--- src/rtl/uram_row_arbiter_if.sv ---
// uram_row_arbiter_if: core row-sync handshake, per-core URAM ports and the physical URAM/drain side
interface uram_row_arbiter_if #(
  parameter int NUM_CORES = 4,
  parameter int ADDR_W = 12,
  parameter int DATA_W = 32
);
  logic [NUM_CORES-1:0] i_core_req;
  logic [NUM_CORES-1:0] o_core_grant;
  logic [NUM_CORES-1:0] i_core_locked;
  logic [NUM_CORES-1:0] i_core_uram_en;
  logic [NUM_CORES*ADDR_W-1:0] i_core_uram_addr;
  logic [NUM_CORES*DATA_W-1:0] i_core_uram_wr_data;
  logic [NUM_CORES-1:0] i_core_uram_wr_en;
  logic o_uram_en;
  logic [ADDR_W-1:0] o_uram_addr;
  logic [DATA_W-1:0] o_uram_wr_data;
  logic o_uram_wr_en;
  logic o_uram_emptied;
  logic o_drain_req;
  logic i_drain_done;
  logic [$clog2(NUM_CORES)-1:0] o_active_core;
`ifdef URAM_ARB_TIMEOUT_EN
  logic o_timeout;
`endif
  modport slave (
    input i_core_req, i_core_locked, i_core_uram_en, i_core_uram_addr, i_core_uram_wr_data,
    input i_core_uram_wr_en, i_drain_done,
`ifdef URAM_ARB_TIMEOUT_EN
    output o_timeout,
`endif
    output o_core_grant, o_uram_en, o_uram_addr, o_uram_wr_data, o_uram_wr_en,
    output o_uram_emptied, o_drain_req, o_active_core
  );
  modport master (
    output i_core_req, i_core_locked, i_core_uram_en, i_core_uram_addr, i_core_uram_wr_data,
    output i_core_uram_wr_en, i_drain_done,
`ifdef URAM_ARB_TIMEOUT_EN
    input o_timeout,
`endif
    input o_core_grant, o_uram_en, o_uram_addr, o_uram_wr_data, o_uram_wr_en,
    input o_uram_emptied, o_drain_req, o_active_core
  );
endinterface

--- src/rtl/uram_row_arbiter.sv ---
// uram_row_arbiter: round-robin row URAM arbiter with drain barrier once every core has had a session.
// Optional grant-to-lock timeout with o_timeout pulse when URAM_ARB_TIMEOUT_EN is defined.
module uram_row_arbiter #(
  parameter int NUM_CORES = 4,
  parameter int ADDR_W = 12,
  parameter int DATA_W = 32,
  parameter int TIMEOUT_CYCLES = 1024
) (
  input logic clk,
  input logic reset,
  uram_row_arbiter_if.slave bus
);
  localparam int IW = $clog2(NUM_CORES);
  if (NUM_CORES < 2 || NUM_CORES > 16) begin : g_bad_cores
    $error("NUM_CORES must be 2..16");
  end
  if (TIMEOUT_CYCLES < 1) begin : g_bad_timeout
    $error("TIMEOUT_CYCLES must be >= 1");
  end
  typedef enum logic [1:0] {IDLE, WAIT_LOCK, LOCKED, DRAIN} state_t;
  state_t state_q, state_d;
  logic [NUM_CORES-1:0] grant_q, grant_d, done_q, done_d;
  logic [IW-1:0] idx_q, idx_d, ptr_q, ptr_d, sel, idx_inc;
  logic found, fwd;
  logic uram_en_q, uram_en_d, wr_en_q, wr_en_d;
  logic emptied_q, emptied_d, drain_req_q, drain_req_d;
  logic [ADDR_W-1:0] addr_q, addr_d;
  logic [DATA_W-1:0] data_q, data_d;
`ifdef URAM_ARB_TIMEOUT_EN
  localparam int CW = $clog2(TIMEOUT_CYCLES + 1);
  logic [CW-1:0] cnt_q, cnt_d;
  logic timeout_q, timeout_d;
`endif
  function automatic logic [IW-1:0] wrap(input int v);
    return IW'(v >= NUM_CORES ? v - NUM_CORES : v);
  endfunction
  assign idx_inc = (idx_q == IW'(NUM_CORES - 1)) ? '0 : idx_q + 1'b1;
  // Scan from farthest to nearest so the first eligible core at/after the pointer wins.
  always_comb begin
    sel = '0;
    found = 1'b0;
    for (int i = NUM_CORES - 1; i >= 0; i--) begin
      if (bus.i_core_req[wrap(int'(ptr_q) + i)] && !done_q[wrap(int'(ptr_q) + i)]) begin
        sel = wrap(int'(ptr_q) + i);
        found = 1'b1;
      end
    end
  end
  always_comb begin
    state_d = state_q;
    grant_d = grant_q;
    idx_d = idx_q;
    done_d = done_q;
    ptr_d = ptr_q;
    drain_req_d = 1'b0;
`ifdef URAM_ARB_TIMEOUT_EN
    timeout_d = 1'b0;
    cnt_d = (state_q == WAIT_LOCK) ? cnt_q + 1'b1 : '0;
`endif
    case (state_q)
      IDLE: begin
        if (&done_q) begin
          state_d = DRAIN;
          drain_req_d = 1'b1;
        end else if (found) begin
          state_d = WAIT_LOCK;
          grant_d = NUM_CORES'(1) << sel;
          idx_d = sel;
        end
      end
      WAIT_LOCK: begin
        if (bus.i_core_locked[idx_q]) begin
          state_d = LOCKED;
        end else if (!bus.i_core_req[idx_q]) begin
          state_d = IDLE;
          grant_d = '0;
        end
`ifdef URAM_ARB_TIMEOUT_EN
        else if (cnt_q == CW'(TIMEOUT_CYCLES - 1)) begin
          state_d = IDLE;
          grant_d = '0;
          done_d[idx_q] = 1'b1;
          ptr_d = idx_inc;
          timeout_d = 1'b1;
        end
`endif
      end
      LOCKED: begin
        if (!bus.i_core_locked[idx_q]) begin
          state_d = IDLE;
          grant_d = '0;
          done_d[idx_q] = 1'b1;
          ptr_d = idx_inc;
        end
      end
      DRAIN: begin
        drain_req_d = !bus.i_drain_done;
        if (bus.i_drain_done) begin
          state_d = IDLE;
          done_d = '0;
          ptr_d = '0;
        end
      end
      default: state_d = IDLE;
    endcase
  end
  assign fwd = (state_q == WAIT_LOCK) || (state_q == LOCKED);
  always_comb begin
    uram_en_d = fwd & bus.i_core_uram_en[idx_q];
    wr_en_d = fwd & bus.i_core_uram_wr_en[idx_q];
    addr_d = fwd ? bus.i_core_uram_addr[idx_q*ADDR_W +: ADDR_W] : addr_q;
    data_d = fwd ? bus.i_core_uram_wr_data[idx_q*DATA_W +: DATA_W] : data_q;
    emptied_d = (state_q == DRAIN && bus.i_drain_done) ? 1'b1 :
                (uram_en_q & wr_en_q) ? 1'b0 : emptied_q;
  end
  always_ff @(posedge clk) begin
    if (reset) begin
      state_q <= IDLE;
      grant_q <= '0;
      idx_q <= '0;
      done_q <= '0;
      ptr_q <= '0;
      uram_en_q <= 1'b0;
      wr_en_q <= 1'b0;
      addr_q <= '0;
      data_q <= '0;
      emptied_q <= 1'b1;
      drain_req_q <= 1'b0;
`ifdef URAM_ARB_TIMEOUT_EN
      cnt_q <= '0;
      timeout_q <= 1'b0;
`endif
    end else begin
      state_q <= state_d;
      grant_q <= grant_d;
      idx_q <= idx_d;
      done_q <= done_d;
      ptr_q <= ptr_d;
      uram_en_q <= uram_en_d;
      wr_en_q <= wr_en_d;
      addr_q <= addr_d;
      data_q <= data_d;
      emptied_q <= emptied_d;
      drain_req_q <= drain_req_d;
`ifdef URAM_ARB_TIMEOUT_EN
      cnt_q <= cnt_d;
      timeout_q <= timeout_d;
`endif
    end
  end
  assign bus.o_core_grant = grant_q;
  assign bus.o_active_core = idx_q;
  assign bus.o_uram_en = uram_en_q;
  assign bus.o_uram_wr_en = wr_en_q;
  assign bus.o_uram_addr = addr_q;
  assign bus.o_uram_wr_data = data_q;
  assign bus.o_uram_emptied = emptied_q;
  assign bus.o_drain_req = drain_req_q;
`ifdef URAM_ARB_TIMEOUT_EN
  assign bus.o_timeout = timeout_q;
`endif
endmodule

--- src/flat_wrapper.sv ---
// flat-port wrapper written by rule: the top's interface ports become plain ports
module uram_row_arbiter_flat 
#(
  parameter int NUM_CORES = 4,
  parameter int ADDR_W = 12,
  parameter int DATA_W = 32,
  parameter int TIMEOUT_CYCLES = 1024
)
  (clk, reset, bus_i_core_req, bus_i_core_locked, bus_i_core_uram_en, bus_i_core_uram_addr, bus_i_core_uram_wr_data, bus_i_core_uram_wr_en, bus_i_drain_done, bus_o_core_grant, bus_o_uram_en, bus_o_uram_addr, bus_o_uram_wr_data, bus_o_uram_wr_en, bus_o_uram_emptied, bus_o_drain_req, bus_o_active_core);
  uram_row_arbiter_if #(.NUM_CORES(NUM_CORES), .ADDR_W(ADDR_W), .DATA_W(DATA_W)) bus_i ();
  input logic clk;
  input logic reset;
  input wire logic [$bits(bus_i.i_core_req)-1:0] bus_i_core_req;
  input wire logic [$bits(bus_i.i_core_locked)-1:0] bus_i_core_locked;
  input wire logic [$bits(bus_i.i_core_uram_en)-1:0] bus_i_core_uram_en;
  input wire logic [$bits(bus_i.i_core_uram_addr)-1:0] bus_i_core_uram_addr;
  input wire logic [$bits(bus_i.i_core_uram_wr_data)-1:0] bus_i_core_uram_wr_data;
  input wire logic [$bits(bus_i.i_core_uram_wr_en)-1:0] bus_i_core_uram_wr_en;
  input wire logic [$bits(bus_i.i_drain_done)-1:0] bus_i_drain_done;
  output wire logic [$bits(bus_i.o_core_grant)-1:0] bus_o_core_grant;
  output wire logic [$bits(bus_i.o_uram_en)-1:0] bus_o_uram_en;
  output wire logic [$bits(bus_i.o_uram_addr)-1:0] bus_o_uram_addr;
  output wire logic [$bits(bus_i.o_uram_wr_data)-1:0] bus_o_uram_wr_data;
  output wire logic [$bits(bus_i.o_uram_wr_en)-1:0] bus_o_uram_wr_en;
  output wire logic [$bits(bus_i.o_uram_emptied)-1:0] bus_o_uram_emptied;
  output wire logic [$bits(bus_i.o_drain_req)-1:0] bus_o_drain_req;
  output wire logic [$bits(bus_i.o_active_core)-1:0] bus_o_active_core;
  assign bus_i.i_core_req = bus_i_core_req;
  assign bus_i.i_core_locked = bus_i_core_locked;
  assign bus_i.i_core_uram_en = bus_i_core_uram_en;
  assign bus_i.i_core_uram_addr = bus_i_core_uram_addr;
  assign bus_i.i_core_uram_wr_data = bus_i_core_uram_wr_data;
  assign bus_i.i_core_uram_wr_en = bus_i_core_uram_wr_en;
  assign bus_i.i_drain_done = bus_i_drain_done;
  assign bus_o_core_grant = bus_i.o_core_grant;
  assign bus_o_uram_en = bus_i.o_uram_en;
  assign bus_o_uram_addr = bus_i.o_uram_addr;
  assign bus_o_uram_wr_data = bus_i.o_uram_wr_data;
  assign bus_o_uram_wr_en = bus_i.o_uram_wr_en;
  assign bus_o_uram_emptied = bus_i.o_uram_emptied;
  assign bus_o_drain_req = bus_i.o_drain_req;
  assign bus_o_active_core = bus_i.o_active_core;
  uram_row_arbiter #(.NUM_CORES(NUM_CORES), .ADDR_W(ADDR_W), .DATA_W(DATA_W), .TIMEOUT_CYCLES(TIMEOUT_CYCLES)) u_core (.clk(clk), .reset(reset), .bus(bus_i));
endmodule
--- config.mk ---
export PLATFORM = sky130hd
export DESIGN_NAME = uram_row_arbiter_flat
export DESIGN_NICKNAME = d
export VERILOG_FILES = /design/src/rtl/uram_row_arbiter_if.sv /design/src/rtl/uram_row_arbiter.sv /design/src/flat_wrapper.sv
export SDC_FILE = /design/constraint.sdc
export NUM_CORES = 1
export LEC_CHECK = 0
export CAP_MARGIN = 20
export CORE_ASPECT_RATIO = 0.7
export CORE_MARGIN = 2
export CORE_UTILIZATION = 36
export DETAILED_ROUTE_END_ITERATION = 8
export PLACE_DENSITY_LB_ADDON = 0.12
export SYNTH_ARGS = -nofsm -noshare
export SYNTH_HDL_FRONTEND = slang
export SYNTH_SLANG_ARGS = --single-unit
--- constraint.sdc ---
create_clock -name clk -period 3.1 [get_ports clk]
set_clock_uncertainty 0.15 [all_clocks]
set_input_delay 0.93 -clock clk [delete_from_list [all_inputs] [get_ports clk]]
set_output_delay 0.93 -clock clk [all_outputs]
set_load 0.05 [all_outputs]
==> results of run 1 <==
-- critical path, stage by stage --
cell and delay (ns):
clkdlybuf4s50_1 0.46, mux4_2 0.58, a22o_1 0.27, a211oi_4 0.34, nand4_1 0.13, a21oi_1 0.16
-- area by class of cell --
type | count | area, sq um | area share
timing repair buffer | 257 | 2570 | 0.3859
multi-input combinational | 228 | 2350 | 0.3529
sequential | 62 | 1246 | 0.1871
clock buffer | 11 | 242.7 | 0.03645
tap | 132 | 165.2 | 0.02480
clock inverter | 5 | 58.81 | 0.008831
inverter | 7 | 26.28 | 0.003946
-- final timing paths --
check	startpoint	to	slack [ns]
worst max-delay path	bus_i_core_locked[3]	u_core.bus.o_core_grant[1]$_SDFFE_PP0P_	0.33
worst min-delay path	u_core.bus.o_core_grant[3]$_SDFFE_PP0P_	u_core.bus.o_core_grant[3]$_SDFFE_PP0P_	0.34
worst max register to register	u_core.bus.o_active_core[0]$_SDFFE_PP0P_	u_core.bus.o_core_grant[1]$_SDFFE_PP0P_	0.67
worst min register to register	u_core.bus.o_core_grant[3]$_SDFFE_PP0P_	u_core.bus.o_core_grant[3]$_SDFFE_PP0P_	0.34
-- stage by stage --
stage / cell area, sq um / hold slack, ns / cells / utilization
2_1_floorplan: 3734 / 0.3232 / 325 / -
3_3_place_gp: 6357 / 0.3175 / 686 / 0.6232
3_5_place_dp: 6357 / 0.3291 / 686 / 0.6232
4_1_cts: 6659 / 0.3391 / 702 / 0.6528
5_1_grt: 6659 / 0.3510 / 702 / 0.6528
6_report: 6659 / 0.3356 / 702 / 0.6528
-- placed cells by master (no fill, tap or decap), drive strengths merged, types with 2 or more instances in the layout --
cell type,n
clkinvlp,2
clkbuf,11
buf,10
o21ai,4
a211oi,4
mux2i,46
and3b,2
nor3,2
nand4,3
o21a,2
ha,10
mux4,48
nor2,52
or3,2
inv,7
nor2b,9
o32ai,3
a21oi,12
clkdlybuf4s50,247
nand2,6
nand2b,8
dfxtp,62
clkinv,2
o221ai,2
-- metal layers --
layer  GRT usage  part of all wire  vias to the layer above
li1            -                 -                     1703
met1      0.2563              0.42                     1716
met2      0.3548              0.50                      135
met3     0.05685             0.070                       12
met4     0.05859             0.015                        0
met5           0                 0                        -
-- sequential cells by signal (all words and copies together) (netlist names) --
signal and cells:
u_core.done_q 4, u_core.bus.o_uram_wr_data 32, u_core.bus.o_uram_en 1, u_core.bus.o_core_grant 4
u_core.ptr_q 2, u_core.bus.o_uram_wr_en 1, u_core.bus.o_uram_addr 12, u_core.bus.o_drain_req 1
u_core.bus.o_uram_emptied 1, u_core.state_q 2, u_core.bus.o_active_core 2
-- power groups by stage --
stage                     combinational [uW]  sequential [uW]  clock [uW]
after detailed placement                3080             1230           0
after global routing                    3250             1250        1060
after floorplan                         1310             1990           0
final                                   3060             1220         999
after global placement                  3050             1220           0
after CTS                               3090             1220        1020
-- logic make-up after synthesis --
kind of cell    after synthesis  share of synthesized area
compound gates               34                    0.06602
mux                          94                     0.4129
fa+ha+maj                    10                    0.03351
simple gates                 90                     0.1163
flops                        62                     0.3324
buf+inv                      35                    0.03887
==> qor.txt, run 1 <==
status -> finished clean
port bufs -> 248
Initial Util -> 0.3660
router iterations before antenna repair -> 4
antenna cells -> 0
most frequent cell after synthesis -> dfxtp_1
Mapped Nets -> 530
Arrival @ worst endpoint -> 2.87 ns
DR iter-0 viols -> 113
total power -> 5274 uW
cell count after synthesis -> 325
number of routed nets with antenna violations -> 0
Die Span Y -> 89.21 um
Most used DFF post-synth -> dfxtp_1
Num CTS Buffers -> 9
routed vias -> 3566
CTS H-tree depth -> 3
area leader, netlist -> dfxtp_1
Die W -> 125.7 um
Peak Freq -> 361.4 MHz
synthesized flop and latch total -> 62
EDFF count, synth -> 0
largest net degree at the start of global routing -> 32
row count -> 31
Async S/R FF share, synth -> 0
Seq/Total Area, Yosys -> 0.3324
clock share of power -> 0.189
GP Congestion -> 0.8332
Total Nets Final -> 770
post-route minimum period -> 2.767 ns
initial antenna violation count -> 0
first-pass GRT wire length -> 18080 um
startpoint types -> primary input
critical path type -> in -> reg
area added between synthesis and finish -> 78.35%
worst skew pair latency -> 0.32 ns
drt drc -> 0
Switching Fraction -> 0.4198
actual slew at the worst max-slew pin -> 0.5755 ns
Logic pwr share -> 0.580
area of the die -> 11210 sq um
fillers -> 790
setup violators final -> 0
DP HPWL -> 9733 um
RSZ-0062 raised after global routing -> false
leak pwr -> 0.002421 uW
Slew Limit Fails -> 0
I/O Pins -> 249
final worst setup slack -> 0.3333 ns
drt wl/cell -> 16.89 um
Worst-path clk slew -> 0.06 ns
Power Density -> 792.0 nW/um^2
vias in the first global route -> 3688
post-synthesis area per instance -> 11.49 sq um
Synth cell types -> 37
clk sink count -> 62
Vias/cell -> 5.080
NetSw -> 2214 uW
setup bufs post-CTS -> 0
top-area cell type share of the netlist area -> 0.3324
Worst Path Max Fanout -> 8
Rel. slew slack -> 0.6164
CTS root buffer -> clkbuf_16
Post-CTS Hold Buffers -> 0
Warnings, synthesis -> 0
Core Box Area -> 10200 sq um
synth top area cells -> dfxtp_1 33%, mux4_2 29%, mux2i_1 12%
Post-synth top cells -> 62 x dfxtp_1, 52 x nor2_1, 48 x mux4_2
Min-Delay Path Depth -> 2
drt total wl -> 11860 um
Overflow after GRT -> 0
final hold violations -> 0
Hold Path Class -> reg -> reg
Crit path required time -> 3.20 ns
Internal -> 3060 uW
max cap viols -> 0
DP Worst Slack -> 0.007045 ns
worst vdd ir -> 0.0004019 V
synthesized cell area -> 3734 sq um
ratio of final minimum period to clock period -> 0.8925
GRT Overall Usage -> 0.2049
TNS Setup -> 0 ns
length in cells of the worst reg-to-reg path -> 6
CTS tree -> yes
Crit. End Element -> flop
Max clock buf depth -> 2
layout cells sized above 1 -> 0.1404
Flop pwr share -> 0.231
post_cts resized -> 0
No activity file was read; power rests on OpenSTA's default activity.
==> inputs of run 2 (changes only) <==
--- a/config.mk
+++ b/config.mk
@@ -8,9 +8,11 @@
 export CAP_MARGIN = 20
 export CORE_ASPECT_RATIO = 0.7
 export CORE_MARGIN = 2
-export CORE_UTILIZATION = 36
+export CORE_UTILIZATION = 37
+export CTS_BUF_LIST = sky130_fd_sc_hd__clkbuf_4
 export DETAILED_ROUTE_END_ITERATION = 8
 export PLACE_DENSITY_LB_ADDON = 0.12
+export SLEW_MARGIN = 10
 export SYNTH_ARGS = -nofsm -noshare
 export SYNTH_HDL_FRONTEND = slang
 export SYNTH_SLANG_ARGS = --single-unit
==> run 2 against run 1 <==
Effect of this change: non-clock buffer count is the same; critical path depth decreased by 5; global-route usage rose by 1.0 points; register-to-register slack improved by 0.22 ns; cell count down 0.43%; worst hold slack got worse by 0.0066 ns; count of clock-buffer cells in the layout is 1 lower.
==> qor.txt, run 2 (synthesis gave the netlist of run 1 again) <==
status -> finished clean
Hold Path Class -> reg -> reg
Crit. Startpoint -> u_core.bus.o_uram_wr_data[5]$_SDFFE_PP0N_
slowest stage delay, CP -> 0.82 ns
Die Span Y -> 88.05 um
r2r startpoint -> u_core.bus.o_active_core[1]$_SDFFE_PP0P_
port bufs -> 248
router iterations before antenna repair -> 4
Peak Freq -> 372.0 MHz
commonest non-fill, non-tap cell in the layout -> clkdlybuf4s50_1
first-pass GRT wire length -> 17950 um
critical path type -> reg -> out
post-route minimum period -> 2.688 ns
DR iter-0 viols -> 149
Crit. End Element -> primary output
Placement Cell Area -> 6335 sq um
startpoint types -> flop
Die W -> 124.1 um
Internal -> 2738 uW
Switching Fraction -> 0.4422
length in cells of the worst reg-to-reg path -> 6
ratio of final minimum period to clock period -> 0.8672
actual slew at the worst max-slew pin -> 0.5586 ns
Flop pwr share -> 0.247
area added between synthesis and finish -> 73.79%
drt wl/cell -> 17.23 um
Crit path required time -> 2.02 ns
initial antenna violation count -> 1
FF-to-FF setup slack -> 0.89 ns
Slowest cell on crit path -> clkdlybuf4s50_1
final hold violations -> 0
Overflow after GRT -> 0
TNS Setup -> 0 ns
Rel. slew slack -> 0.6245
GRT Overall Usage -> 0.2152
clock share of power -> 0.127
Max clock buf depth -> 2
crit-path leading delay family -> buffers and inverters
drt drc -> 0
Vias/cell -> 5.126
RSZ-0062 raised after global routing -> false
Largest register FFs -> 32
CTS H-tree depth -> 3
crit path buf inv count -> 1
Design Area, Final -> 6489 sq um
vias in the first global route -> 3662
GP Congestion -> 0.8756
Total Nets Final -> 770
worst vdd ir -> 0.0003712 V
largest net degree at the start of global routing -> 35
Initial Util -> 0.3826
Worst-path clk slew -> 0.10 ns
Hold EP -> u_core.bus.o_core_grant[3]$_SDFFE_PP0P_
DP HPWL -> 9670 um
Core Box Area -> 9759 sq um
setup violators final -> 0
setup bufs post-CTS -> 0
area of the die -> 10920 sq um
Logic pwr share -> 0.626
Post-CTS Hold Buffers -> 0
clk sink count -> 62
Power Density -> 756.6 nW/um^2
Num CTS Buffers -> 9
most frequent cells in the layout -> 245 x clkdlybuf4s50_1, 60 x dfxtp_1, 52 x nor2_1
routed vias -> 3583
cell chain of the critical path -> clkdlybuf4s50_1
CTS root buffer -> clkbuf_4
max cap viols -> 0
r2r endpoint -> u_core.bus.o_core_grant[1]$_SDFFE_PP0P_
leak pwr -> 0.002362 uW
layout cells sized above 1 -> 0.1404
NetSw -> 2171 uW
number of routed nets with antenna violations -> 0
CTS tree -> yes
Arrival @ worst endpoint -> 1.61 ns
Min-Delay Path Depth -> 2
post_cts resized -> 0
worst skew pair latency -> 0.40 ns
hold_sp -> u_core.bus.o_core_grant[3]$_SDFFE_PP0P_
I/O Pins -> 249
Worst Path Max Fanout -> 2
row count -> 30
drt total wl -> 12040 um
Slew Limit Fails -> 0
[run 2: changes by cell type in the layout (fill, tap and decap cells not counted), sizes merged]
cell / change
buf: +2
bufinv: +1
clkdlybuf4s50: -2
clkinv: +2
clkinvlp: -2
clkbuf: -1
diode: +1
[run 2: area by class of cell]
cell class                 instances  area [sq um]
fill                             795          3271
clock buffer                      10         75.07
sequential                        62          1246
multi-input combinational        228          2350
clock inverter                     6         76.32
timing repair buffer             257          2552
inverter                           7         26.28
antenna                            1         2.502
tap                              128         160.2
[run 2: worst max path at each step]
stage / endpoint / slack, ns / depth (start not counted)
floorplan: u_core.state_q[0]$_SDFFE_PP0P_ / 0.64 / 6
global placement: u_core.bus.o_core_grant[3]$_SDFFE_PP0P_ / 0.11 / 6
detailed placement: u_core.bus.o_core_grant[1]$_SDFFE_PP0P_ / 0.05 / 6
CTS: bus_o_uram_wr_data[5] / 0.37 / 1
global route: bus_o_uram_wr_data[12] / 0.34 / 1
finish: bus_o_uram_wr_data[5] / 0.41 / 1
[run 2: metrics by stage]
stage	power [uW]	hold WS (ns)	std cells	worst slack [ns]	utilization
after floorplan	3306	0.3232	325	0.6354	-
after global routing	5184	0.3534	699	0.3411	0.6649
after global placement	4269	0.3193	682	0.1093	0.6491
after CTS	4968	0.3361	698	0.3661	0.6646
after detailed placement	4327	0.3201	682	0.05376	0.6491
final	4909	0.3290	699	0.4117	0.6649
[run 2: power by group through the flow]
stage          combinational [uW]  sequential (uW)  clock [uW]
5_1_grt                      3270             1250         670
3_3_place_gp                 3050             1220           0
3_5_place_dp                 3100             1230           0
2_1_floorplan                1310             1990           0
4_1_cts                      3110             1210         644
6_report                     3080             1210         622
[run 2: layer usage]
| layer | wire, um | GRT usage | up-vias | part of all wire |
|---|---|---|---|---|
| met2 | 6013 | 0.3905 | 168 | 0.50 |
| met4 | 207 | 0.07048 | 0 | 0.017 |
| li1 | - | - | 1703 | - |
| met1 | 4630 | 0.2428 | 1694 | 0.38 |
| met5 | 0 | 0 | - | 0 |
| met3 | 1192 | 0.06445 | 18 | 0.099 |
